`config.mk`:
```
export PLATFORM = sky130hd
export DESIGN_NAME = sha1_result_writer_flat
export DESIGN_NICKNAME = d
export VERILOG_FILES = /design/src/rtl/sha1_result_writer_if.sv /design/src/rtl/sha1_result_writer.sv /design/src/flat_wrapper.sv
export SDC_FILE = /design/constraint.sdc
export NUM_CORES = 1
export LEC_CHECK = 0
export ABC_AREA = 1
export BUFFER_PORTS_ARGS = -buffer_cell sky130_fd_sc_hd__buf_2
export CAP_MARGIN = 25
export CORE_UTILIZATION = 56
export CTS_CLUSTER_DIAMETER = 120
export DETAILED_ROUTE_END_ITERATION = 7
export HOLD_SLACK_MARGIN = 0.1
export PLACE_DENSITY = 0.76
export SLEW_MARGIN = 20
export SYNTH_ARGS = -nofsm -noshare
export SYNTH_HDL_FRONTEND = slang
export SYNTH_SLANG_ARGS = --single-unit
```
`constraint.sdc`:
```
create_clock -name clk -period 5.2 [get_ports clk]
set_clock_uncertainty 0.05 [all_clocks]
set_input_delay 1.04 -clock clk [delete_from_list [all_inputs] [get_ports clk]]
set_output_delay 1.04 -clock clk [all_outputs]
set_load 0.005 [all_outputs]
```
`src/rtl/sha1_result_writer_if.sv`:
```
// rtl/sha1_result_writer_if.sv - word store bus between the digest writer and data memory
interface sha1_result_writer_if;
  logic        req;
  logic        we;
  logic [31:0] addr;
  logic [31:0] data;
  logic        ack;

  modport master (output req, output we, output addr, output data, input ack);
  modport slave  (input req, input we, input addr, input data, output ack);
endinterface

```
`src/rtl/sha1_result_writer.sv`:
```
// rtl/sha1_result_writer.sv - stores a captured SHA-1 digest as consecutive 32-bit words,
// with one pending digest slot, overflow/misalignment/timeout error reporting
module sha1_result_writer #(
  parameter int WORDS       = 5,
  parameter int ADDR_STEP   = 4,
  parameter int TIMEOUT_CYC = 64
) (
  input  logic                  clk,
  input  logic                  rst_n,
  input  logic [32*WORDS-1:0]   result,
  input  logic                  ready,
  input  logic [31:0]           addr,
  sha1_result_writer_if.master  mem,
  output logic                  busy,
  output logic                  done,
  output logic                  err,
  output logic [1:0]            err_code
);
  localparam int DW = 32 * WORDS;
  localparam int IW = $clog2(WORDS + 1);
  localparam int TW = $clog2(TIMEOUT_CYC + 1);

  typedef enum logic [1:0] {IDLE, REQ, DONE} state_t;

  state_t        state, state_n;
  logic [DW-1:0] active, pend_data;
  logic [31:0]   base, pend_addr;
  logic [IW-1:0] idx, idx_n;
  logic [TW-1:0] tcnt, tcnt_n;
  logic          timed_out, timed_out_n;
  logic          pend_valid;
  logic          load_in, load_pend, pend_set, pend_clr;
  logic          consumed, mis, ovf, tmo, aligned;
  logic          err_n;
  logic [1:0]    err_code_n;
  logic [31:0]   word;

  assign aligned = (addr[1:0] == 2'b00);

  always_ff @(posedge clk or negedge rst_n) begin
    if (!rst_n) begin
      state      <= IDLE;
      active     <= '0;
      base       <= '0;
      idx        <= '0;
      tcnt       <= '0;
      timed_out  <= 1'b0;
      pend_valid <= 1'b0;
      pend_data  <= '0;
      pend_addr  <= '0;
      err        <= 1'b0;
      err_code   <= 2'b00;
    end else begin
      state     <= state_n;
      idx       <= idx_n;
      tcnt      <= tcnt_n;
      timed_out <= timed_out_n;
      err       <= err_n;
      err_code  <= err_code_n;
      if (load_in) begin
        active <= result;
        base   <= addr;
      end else if (load_pend) begin
        active <= pend_data;
        base   <= pend_addr;
      end
      if (pend_set) begin
        pend_data  <= result;
        pend_addr  <= addr;
        pend_valid <= 1'b1;
      end else if (pend_clr) begin
        pend_valid <= 1'b0;
      end
    end
  end

  always_comb begin
    state_n     = state;
    idx_n       = idx;
    tcnt_n      = tcnt;
    timed_out_n = timed_out;
    load_in     = 1'b0;
    load_pend   = 1'b0;
    pend_set    = 1'b0;
    pend_clr    = 1'b0;
    consumed    = 1'b0;
    mis         = 1'b0;
    ovf         = 1'b0;
    tmo         = 1'b0;
    err_n       = 1'b0;
    err_code_n  = 2'b00;
    case (state)
      IDLE: begin
        if (ready) begin
          consumed = 1'b1;
          if (aligned) begin
            load_in = 1'b1;
            idx_n   = '0;
            tcnt_n  = '0;
            state_n = REQ;
          end else begin
            mis = 1'b1;
          end
        end
      end
      REQ: begin
        if (mem.ack) begin
          tcnt_n = '0;
          if (idx == IW'(WORDS - 1)) begin
            timed_out_n = 1'b0;
            state_n     = DONE;
          end else begin
            idx_n = idx + IW'(1);
          end
        end else if (tcnt == TW'(TIMEOUT_CYC - 1)) begin
          // Remaining words are abandoned; DONE still runs so a pending digest gets served.
          tmo         = 1'b1;
          tcnt_n      = '0;
          timed_out_n = 1'b1;
          state_n     = DONE;
        end else begin
          tcnt_n = tcnt + TW'(1);
        end
      end
      DONE: begin
        idx_n       = '0;
        tcnt_n      = '0;
        timed_out_n = 1'b0;
        if (pend_valid) begin
          load_pend = 1'b1;
          pend_clr  = 1'b1;
          state_n   = REQ;
        end else if (ready && aligned) begin
          load_in  = 1'b1;
          consumed = 1'b1;
          state_n  = REQ;
        end else begin
          state_n = IDLE;
        end
      end
      default: state_n = IDLE;
    endcase

    if (ready && !consumed) begin
      if (!aligned)        mis      = 1'b1;
      else if (!pend_valid) pend_set = 1'b1;
      else                  ovf      = 1'b1;
    end

    if (tmo) begin
      err_n      = 1'b1;
      err_code_n = 2'b11;
    end else if (ovf) begin
      err_n      = 1'b1;
      err_code_n = 2'b10;
    end else if (mis) begin
      err_n      = 1'b1;
      err_code_n = 2'b01;
    end
  end

  // H0 sits in the top bits, so word 0 is the most significant slice.
  always_comb begin
    word = '0;
    for (int w = 0; w < WORDS; w++) begin
      if (idx == IW'(w)) word = active[DW-1-32*w -: 32];
    end
  end

  assign mem.req  = (state == REQ);
  assign mem.we   = (state == REQ);
  assign mem.addr = (state == REQ) ? base + 32'(idx) * 32'(ADDR_STEP) : 32'h0;
  assign mem.data = (state == REQ) ? word : 32'h0;
  assign done     = (state == DONE) && !timed_out;
  assign busy     = (state != IDLE) || pend_valid;
endmodule

```
`src/flat_wrapper.sv`:
```
// flat-port wrapper written by rule: the top's interface ports become plain ports
module sha1_result_writer_flat 
#(
  parameter int WORDS       = 5,
  parameter int ADDR_STEP   = 4,
  parameter int TIMEOUT_CYC = 64
)
  (clk, rst_n, result, ready, addr, busy, done, err, err_code, mem_req, mem_we, mem_addr, mem_data, mem_ack);
  sha1_result_writer_if mem_i ();
  input  logic clk;
  input  logic rst_n;
  input  logic [32*WORDS-1:0] result;
  input  logic ready;
  input  logic [31:0] addr;
  output logic busy;
  output logic done;
  output logic err;
  output logic [1:0] err_code;
  output wire logic [$bits(mem_i.req)-1:0] mem_req;
  output wire logic [$bits(mem_i.we)-1:0] mem_we;
  output wire logic [$bits(mem_i.addr)-1:0] mem_addr;
  output wire logic [$bits(mem_i.data)-1:0] mem_data;
  input wire logic [$bits(mem_i.ack)-1:0] mem_ack;
  assign mem_req = mem_i.req;
  assign mem_we = mem_i.we;
  assign mem_addr = mem_i.addr;
  assign mem_data = mem_i.data;
  assign mem_i.ack = mem_ack;
  sha1_result_writer #(.WORDS(WORDS), .ADDR_STEP(ADDR_STEP), .TIMEOUT_CYC(TIMEOUT_CYC)) u_core (.clk(clk), .rst_n(rst_n), .result(result), .ready(ready), .addr(addr), .mem(mem_i), .busy(busy), .done(done), .err(err), .err_code(err_code));
endmodule
```
==> results of run 1 <==
-- cells by family (layout without fill, tap and decap cells) --
family,after synthesis,in the layout,share of synthesized area
buffers and inverters,504,725,0.106
AOI/OAI and AO/OA,511,511,0.167
DFF,401,401,0.528
xor gates and xnor gates,4,4,0.00184
other,0,3,0
and+or+nand+nor,886,886,0.190
adders and majority gates,10,10,0.00698
-- state kept, by name, summed over array words and instances, names as in the netlist --
| register | count |
|---|---|
| u_core.pend_addr | 32 |
| u_core.idx | 3 |
| u_core.err_code | 2 |
| u_core.err | 1 |
| u_core.state | 2 |
| u_core.base | 32 |
| u_core.pend_valid | 1 |
| u_core.tcnt | 7 |
| u_core.timed_out | 1 |
| u_core.pend_data | 160 |
| u_core.active | 160 |
-- routing by layer --
metal	up-vias	wire, um	track usage
li1	7930	-	-
met1	8323	23800	0.474
met2	929	27000	0.531
met3	190	5810	0.0822
met4	0	4630	0.236
met5	-	0	0
-- through the flow --
| stage | setup slack, ns | hold slack (ns) |
|---|---|---|
| after global routing | 0.528 | 0.416 |
| after floorplan | 2.26 | 0.403 |
| after detailed placement | 1.34 | 0.419 |
| after CTS | 0.742 | 0.402 |
| final | 0.694 | 0.370 |
| after global placement | 1.41 | 0.416 |
-- cells in the final DEF, fill, tap and decap left out, types with 2 or more instances in the layout --
cell type   count
clkinvlp_4      3
ha_1            9
a21oi_1        44
o21ai_0       257
nand3_1       198
o211ai_1      100
nor2_1         84
buf_8           2
inv_1         353
clkinv_2        8
xor2_1          4
clkbuf_16      44
nand2_4         2
nand2_1       588
inv_2           2
diode_2         3
buf_4          18
inv_6           2
clkbuf_8       11
dfrtp_1       401
buf_2         265
nand4_1         4
clkbuf_1        6
bufinv_16       3
o21ai_1        13
o22ai_1         3
o221ai_1       90
nor3_1          5
nor2_2          2
buf_12          5
-- power by group through the flow --
stage | sequential, mW | combinational, mW | clock [mW]
6_report | 5.52 | 4.02 | 3.14
5_1_grt | 5.63 | 4.51 | 3.28
4_1_cts | 5.46 | 3.95 | 3.17
3_5_place_dp | 5.50 | 3.92 | 0
3_3_place_gp | 5.45 | 3.77 | 0
2_1_floorplan | 5.10 | 2.71 | 0
-- area by class of cell --
class | instances | area, um^2 | share of cell area
Clock inverter | 16 | 181 | 0.00826
Timing Repair Buffer | 290 | 1590 | 0.0724
Multi-Input combinational cell | 1411 | 6980 | 0.317
Tap cell | 448 | 561 | 0.0255
Clock buffer | 61 | 1270 | 0.0580
Antenna cell | 3 | 7.51 | 0.000342
Sequential cell | 401 | 10000 | 0.457
Inverter | 358 | 1350 | 0.0613
-- worst max-delay path by stage --
stage / from / end / slack (ns) / depth (start not counted)
finish: u_core.idx[1] / mem_data[17] / 0.69 / 10
floorplan: u_core.idx[0] / mem_addr[30] / 2.26 / 10
detailed placement: u_core.idx[1] / mem_data[17] / 1.34 / 10
CTS: u_core.idx[1] / mem_data[26] / 0.74 / 10
global placement: u_core.idx[1] / mem_data[17] / 1.41 / 10
global route: u_core.idx[1] / mem_data[26] / 0.53 / 10
-- critical path, delay by kind of cell, from the launching register on --
kind | cells | cell delay [ns]
compound gates | 1 | 0.19
flops | 1 | 0.42
simple gates | 4 | 0.98
fa+ha+maj | 1 | 0.17
buf+inv | 4 | 1.08
==> impl_metrics.env, run 1 <==
export IMPL_status="complete, no violations"
export IMPL_syn_area_um2=19000
export IMPL_fin_util=0.657
export IMPL_port_buffers=266
export IMPL_tightest_slew_ns=1.05
export IMPL_nets=2711
export IMPL_worst_ep_arrival_time_ns=3.42
export IMPL_synthTopCellsByArea="dfrtp_1, nand2_1, inv_1"
export IMPL_crit_fanout=33
export IMPL_r2r_start="u_core.state[0]"
export IMPL_r2r_end="u_core.active[23]"
export IMPL_grt_pass1_vias=16600
export IMPL_cp_cell_sequence="inv_1, ha_1, inv_1, nor2_2, buf_4, nand2_1, nand3_1, nand3_1, a21oi_1, buf_2"
export IMPL_peakVddDrop_mv=0.355
export IMPL_p_int_mw=7.85
export IMPL_clkTransAtPathRegs_ns=0.06
export IMPL_grt_pass1_wl_mm=93.8
export IMPL_dieArea_um2=34700
export IMPL_hold_violations=0
export IMPL_synth_edf_count=0
export IMPL_rsz0062_at_grt="false"
export IMPL_drv_cap=0
export IMPL_clk_latency_ns=0.55
export IMPL_grt_overflow_total=0
export IMPL_ys_flop_type="dfrtp_1"
export IMPL_drc=0
export IMPL_setup_violations=0
export IMPL_routedWlPerCell_um=20.5
export IMPL_final_instance_count_excl_fill=2988
export IMPL_synth_most_common_cell="nand2_1"
export IMPL_clock_sinks=401
export IMPL_grt_usage=0.358
export IMPL_start_kind="flip-flop"
export IMPL_slowest_stage="nor2_2"
export IMPL_grt_max_degree=242
export IMPL_cts_setup_buffers=0
export IMPL_antenna_found_initial=4
export IMPL_ant_nets=0
export IMPL_required_ns=4.11
export IMPL_ctsHoldBuffers=0
export IMPL_async_flop_share=1.00
export IMPL_netlist_instances=2316
export IMPL_rr_worst_depth=7
export IMPL_start_util=0.568
export IMPL_hold_path_class="in2async"
export IMPL_die_width_um=186
export IMPL_cts_root_buf="clkbuf_16"
export IMPL_tns_ns=0
export IMPL_power_switching_mw=4.85
export IMPL_total_power_mw=12.7
export IMPL_post_route_min_period_ns=4.51
export IMPL_ys_warn_count=0
export IMPL_syn_nets=2522
export IMPL_p_clk_frac=0.248
export IMPL_cts_resized=0
export IMPL_totalWireLength_mm=61.3
export IMPL_cts_buffer_depth=3
export IMPL_io_pins=267
export IMPL_final_layout_size_suffix_gt1_frac=0.147
export IMPL_fin_area_um2=22000
export IMPL_gp_congestion=0.990
export IMPL_cp_end_kind="output pin"
export IMPL_core_um2=33400
export IMPL_max_stage_delay_ns=0.74
export IMPL_numCtsBuffers=43
export IMPL_p_comb_frac=0.317
export IMPL_netlist_area_leader_share=0.528
export IMPL_dr_first_iter_drc_count=1994
export IMPL_seq_area_frac_synth=0.528
export IMPL_synth_avg_cell_area_um2=8.21
export IMPL_place_inst=2907
export IMPL_vias_per_cell=5.81
export IMPL_first_pass_iters=6
export IMPL_place_area_um2=20500
export IMPL_path_class="reg2out"
export IMPL_cts_tree="built"
export IMPL_netlist_cell_type_count=31
export IMPL_powerDensity_nw_per_um2=578
export IMPL_area_growth_pct=15.6
export IMPL_regToRegSetupSlack_ns=2.28
export IMPL_fillers=2786
export IMPL_period_share=0.866
export IMPL_slew_headroom=0.299
export IMPL_swShare=0.382
export IMPL_p_seq_frac=0.435
export IMPL_ys_ff_latch=401
export IMPL_cts_max_level=2
export IMPL_vias=17400
export IMPL_yosysTopAreaCell="dfrtp_1"
export IMPL_power_leakage_nw=10.8
export IMPL_dp_hpwl_mm=41.0
export IMPL_synth_commonest_cells="nand2_1, dfrtp_1, inv_1"
export IMPL_rows=67
export IMPL_slew_violations=0
export IMPL_die_y_um=186
export IMPL_fmax_ghz=0.222
No activity file was read; power rests on OpenSTA's default activity.
==> run 2: changes to the inputs <==
--- a/config.mk
+++ b/config.mk
@@ -6,7 +6,7 @@
 export NUM_CORES = 1
 export LEC_CHECK = 0
 export ABC_AREA = 1
-export BUFFER_PORTS_ARGS = -buffer_cell sky130_fd_sc_hd__buf_2
+export BUFFER_PORTS_ARGS = -buffer_cell sky130_fd_sc_hd__clkbuf_2
 export CAP_MARGIN = 25
 export CORE_UTILIZATION = 56
 export CTS_CLUSTER_DIAMETER = 120
==> impl_metrics.env, run 2 (synthesis gave the netlist of run 1 again) <==
export IMPL_rows=67
export IMPL_dp_hpwl_mm=38.2
export IMPL_clkTransAtPathRegs_ns=0.07
export IMPL_setup_violations=0
export IMPL_port_buffers=266
export IMPL_die_y_um=186
export IMPL_grt_max_degree=242
export IMPL_io_pins=267
export IMPL_cts_max_level=2
export IMPL_drc=0
export IMPL_final_common_cell="nand2_1"
export IMPL_r2r_start="u_core.state[0]"
export IMPL_peakVddDrop_mv=0.304
export IMPL_status="complete, no violations"
export IMPL_totalWireLength_mm=57.0
export IMPL_start_kind="flip-flop"
export IMPL_period_share=0.857
export IMPL_routedWlPerCell_um=19.1
export IMPL_clk_latency_ns=0.57
export IMPL_vias=17100
export IMPL_first_pass_iters=6
export IMPL_hold_violations=0
export IMPL_fillers=2834
export IMPL_grt_usage=0.333
export IMPL_final_cell_mix="nand2_1, dfrtp_1, inv_1"
export IMPL_min_from="u_core.pend_data[75]"
export IMPL_slowest_stage="clkinv_1"
export IMPL_clock_sinks=401
export IMPL_grt_pass1_vias=16300
export IMPL_cp_end_kind="output pin"
export IMPL_hold_path_class="reg2reg"
export IMPL_nets=2712
export IMPL_vias_per_cell=5.72
export IMPL_max_stage_delay_ns=0.75
export IMPL_core_um2=33400
export IMPL_final_layout_size_suffix_gt1_frac=0.143
export IMPL_drv_cap=0
export IMPL_power_leakage_nw=10.7
export IMPL_die_width_um=186
export IMPL_cts_resized=0
export IMPL_antenna_found_initial=1
export IMPL_required_ns=4.11
export IMPL_cts_setup_buffers=0
export IMPL_dr_first_iter_drc_count=1708
export IMPL_fin_area_um2=21900
export IMPL_grt_pass1_wl_mm=88.7
export IMPL_crit_fanout=35
export IMPL_cts_root_buf="clkbuf_16"
export IMPL_dieArea_um2=34700
export IMPL_grt_overflow_total=0
export IMPL_slew_violations=0
export IMPL_rsz0062_at_grt="false"
export IMPL_cp_cell_sequence="ha_1, ha_1, clkinv_1, buf_4, o21ai_0, inv_1, a21oi_1, clkbuf_2"
export IMPL_powerDensity_nw_per_um2=567
export IMPL_ctsHoldBuffers=0
export IMPL_area_growth_pct=15.2
export IMPL_place_area_um2=20600
export IMPL_cts_buffer_depth=3
export IMPL_fmax_ghz=0.225
export IMPL_crit_top_cell="ha_1"
export IMPL_numCtsBuffers=43
export IMPL_tns_ns=0
export IMPL_startpoint="u_core.idx[0]"
export IMPL_ant_nets=0
export IMPL_slew_headroom=0.323
export IMPL_path_class="reg2out"
export IMPL_reg_top3="u_core.active x160, u_core.pend_data x160"
export IMPL_worst_ep_arrival_time_ns=3.36
export IMPL_post_route_min_period_ns=4.45
export IMPL_cts_tree="built"
export IMPL_tightest_slew_ns=1.01
export IMPL_start_util=0.568
export IMPL_gp_congestion=0.926
run 2: cell types whose count changed in the layout (fill, tap and decap cells not counted), sizes merged:
cell,previous run,this run
clkinv,10,6
clkinvlp,3,0
clkbuf,61,329
buf,290,26
diode,3,1
bufinv,3,1
run 2: cell type report:
cell class | count | area (um^2) | share of cell area
timing repair buffer | 291 | 1640 | 0.0749
clock buffer | 64 | 1230 | 0.0564
tap | 448 | 561 | 0.0256
antenna | 1 | 2.50 | 0.000114
multi-input combinational | 1411 | 6980 | 0.319
inverter | 358 | 1350 | 0.0615
sequential | 401 | 10000 | 0.458
clock inverter | 7 | 97.6 | 0.00446
run 2: critical path: cells and delay by family (launching register included):
kind | cells | cell delay (ns)
buf+inv | 4 | 1.54
fa+ha+maj | 2 | 0.34
compound gates | 2 | 0.46
flops | 1 | 0.45
run 2: final timing paths:
path,endpoint,slack (ns),cells past startpoint
min reg2reg,u_core.active[75],0.43,2
max,mem_data[4],0.75,8
max reg2reg,u_core.active[151],2.20,8
min,u_core.active[75],0.43,2
min in group asynchronous,u_core.base[16],0.56,1
max in group asynchronous,u_core.pend_data[5],3.46,2
run 2: stage by stage:
| step | setup slack, ns | hold slack, ns | power, mW | util | cells |
|---|---|---|---|---|---|
| 2_1_floorplan | 2.26 | 0.403 | 7.81 | - | 2316 |
| 5_1_grt | 0.567 | 0.453 | 13.2 | 0.655 | 2981 |
| 3_3_place_gp | 1.38 | 0.414 | 9.22 | 0.613 | 2906 |
| 4_1_cts | 0.792 | 0.426 | 12.4 | 0.655 | 2980 |
| 3_5_place_dp | 1.38 | 0.422 | 9.43 | 0.615 | 2909 |
| 6_report | 0.746 | 0.431 | 12.4 | 0.655 | 2981 |
run 2: layer usage:
layer  vias up  GRT usage  routed length [um]  share of wire
li1       7940          -                   -              -
met1      8163      0.454               23100           0.41
met2       825      0.531               26900           0.47
met3       135     0.0495                4470          0.078
met4         0      0.145                2460          0.043
met5         -          0                   0              0
run 2: power by group:
part	switching, mW	internal, mW
combinational	2.66	1.43
clock	1.26	1.69
sequential	0.806	4.58
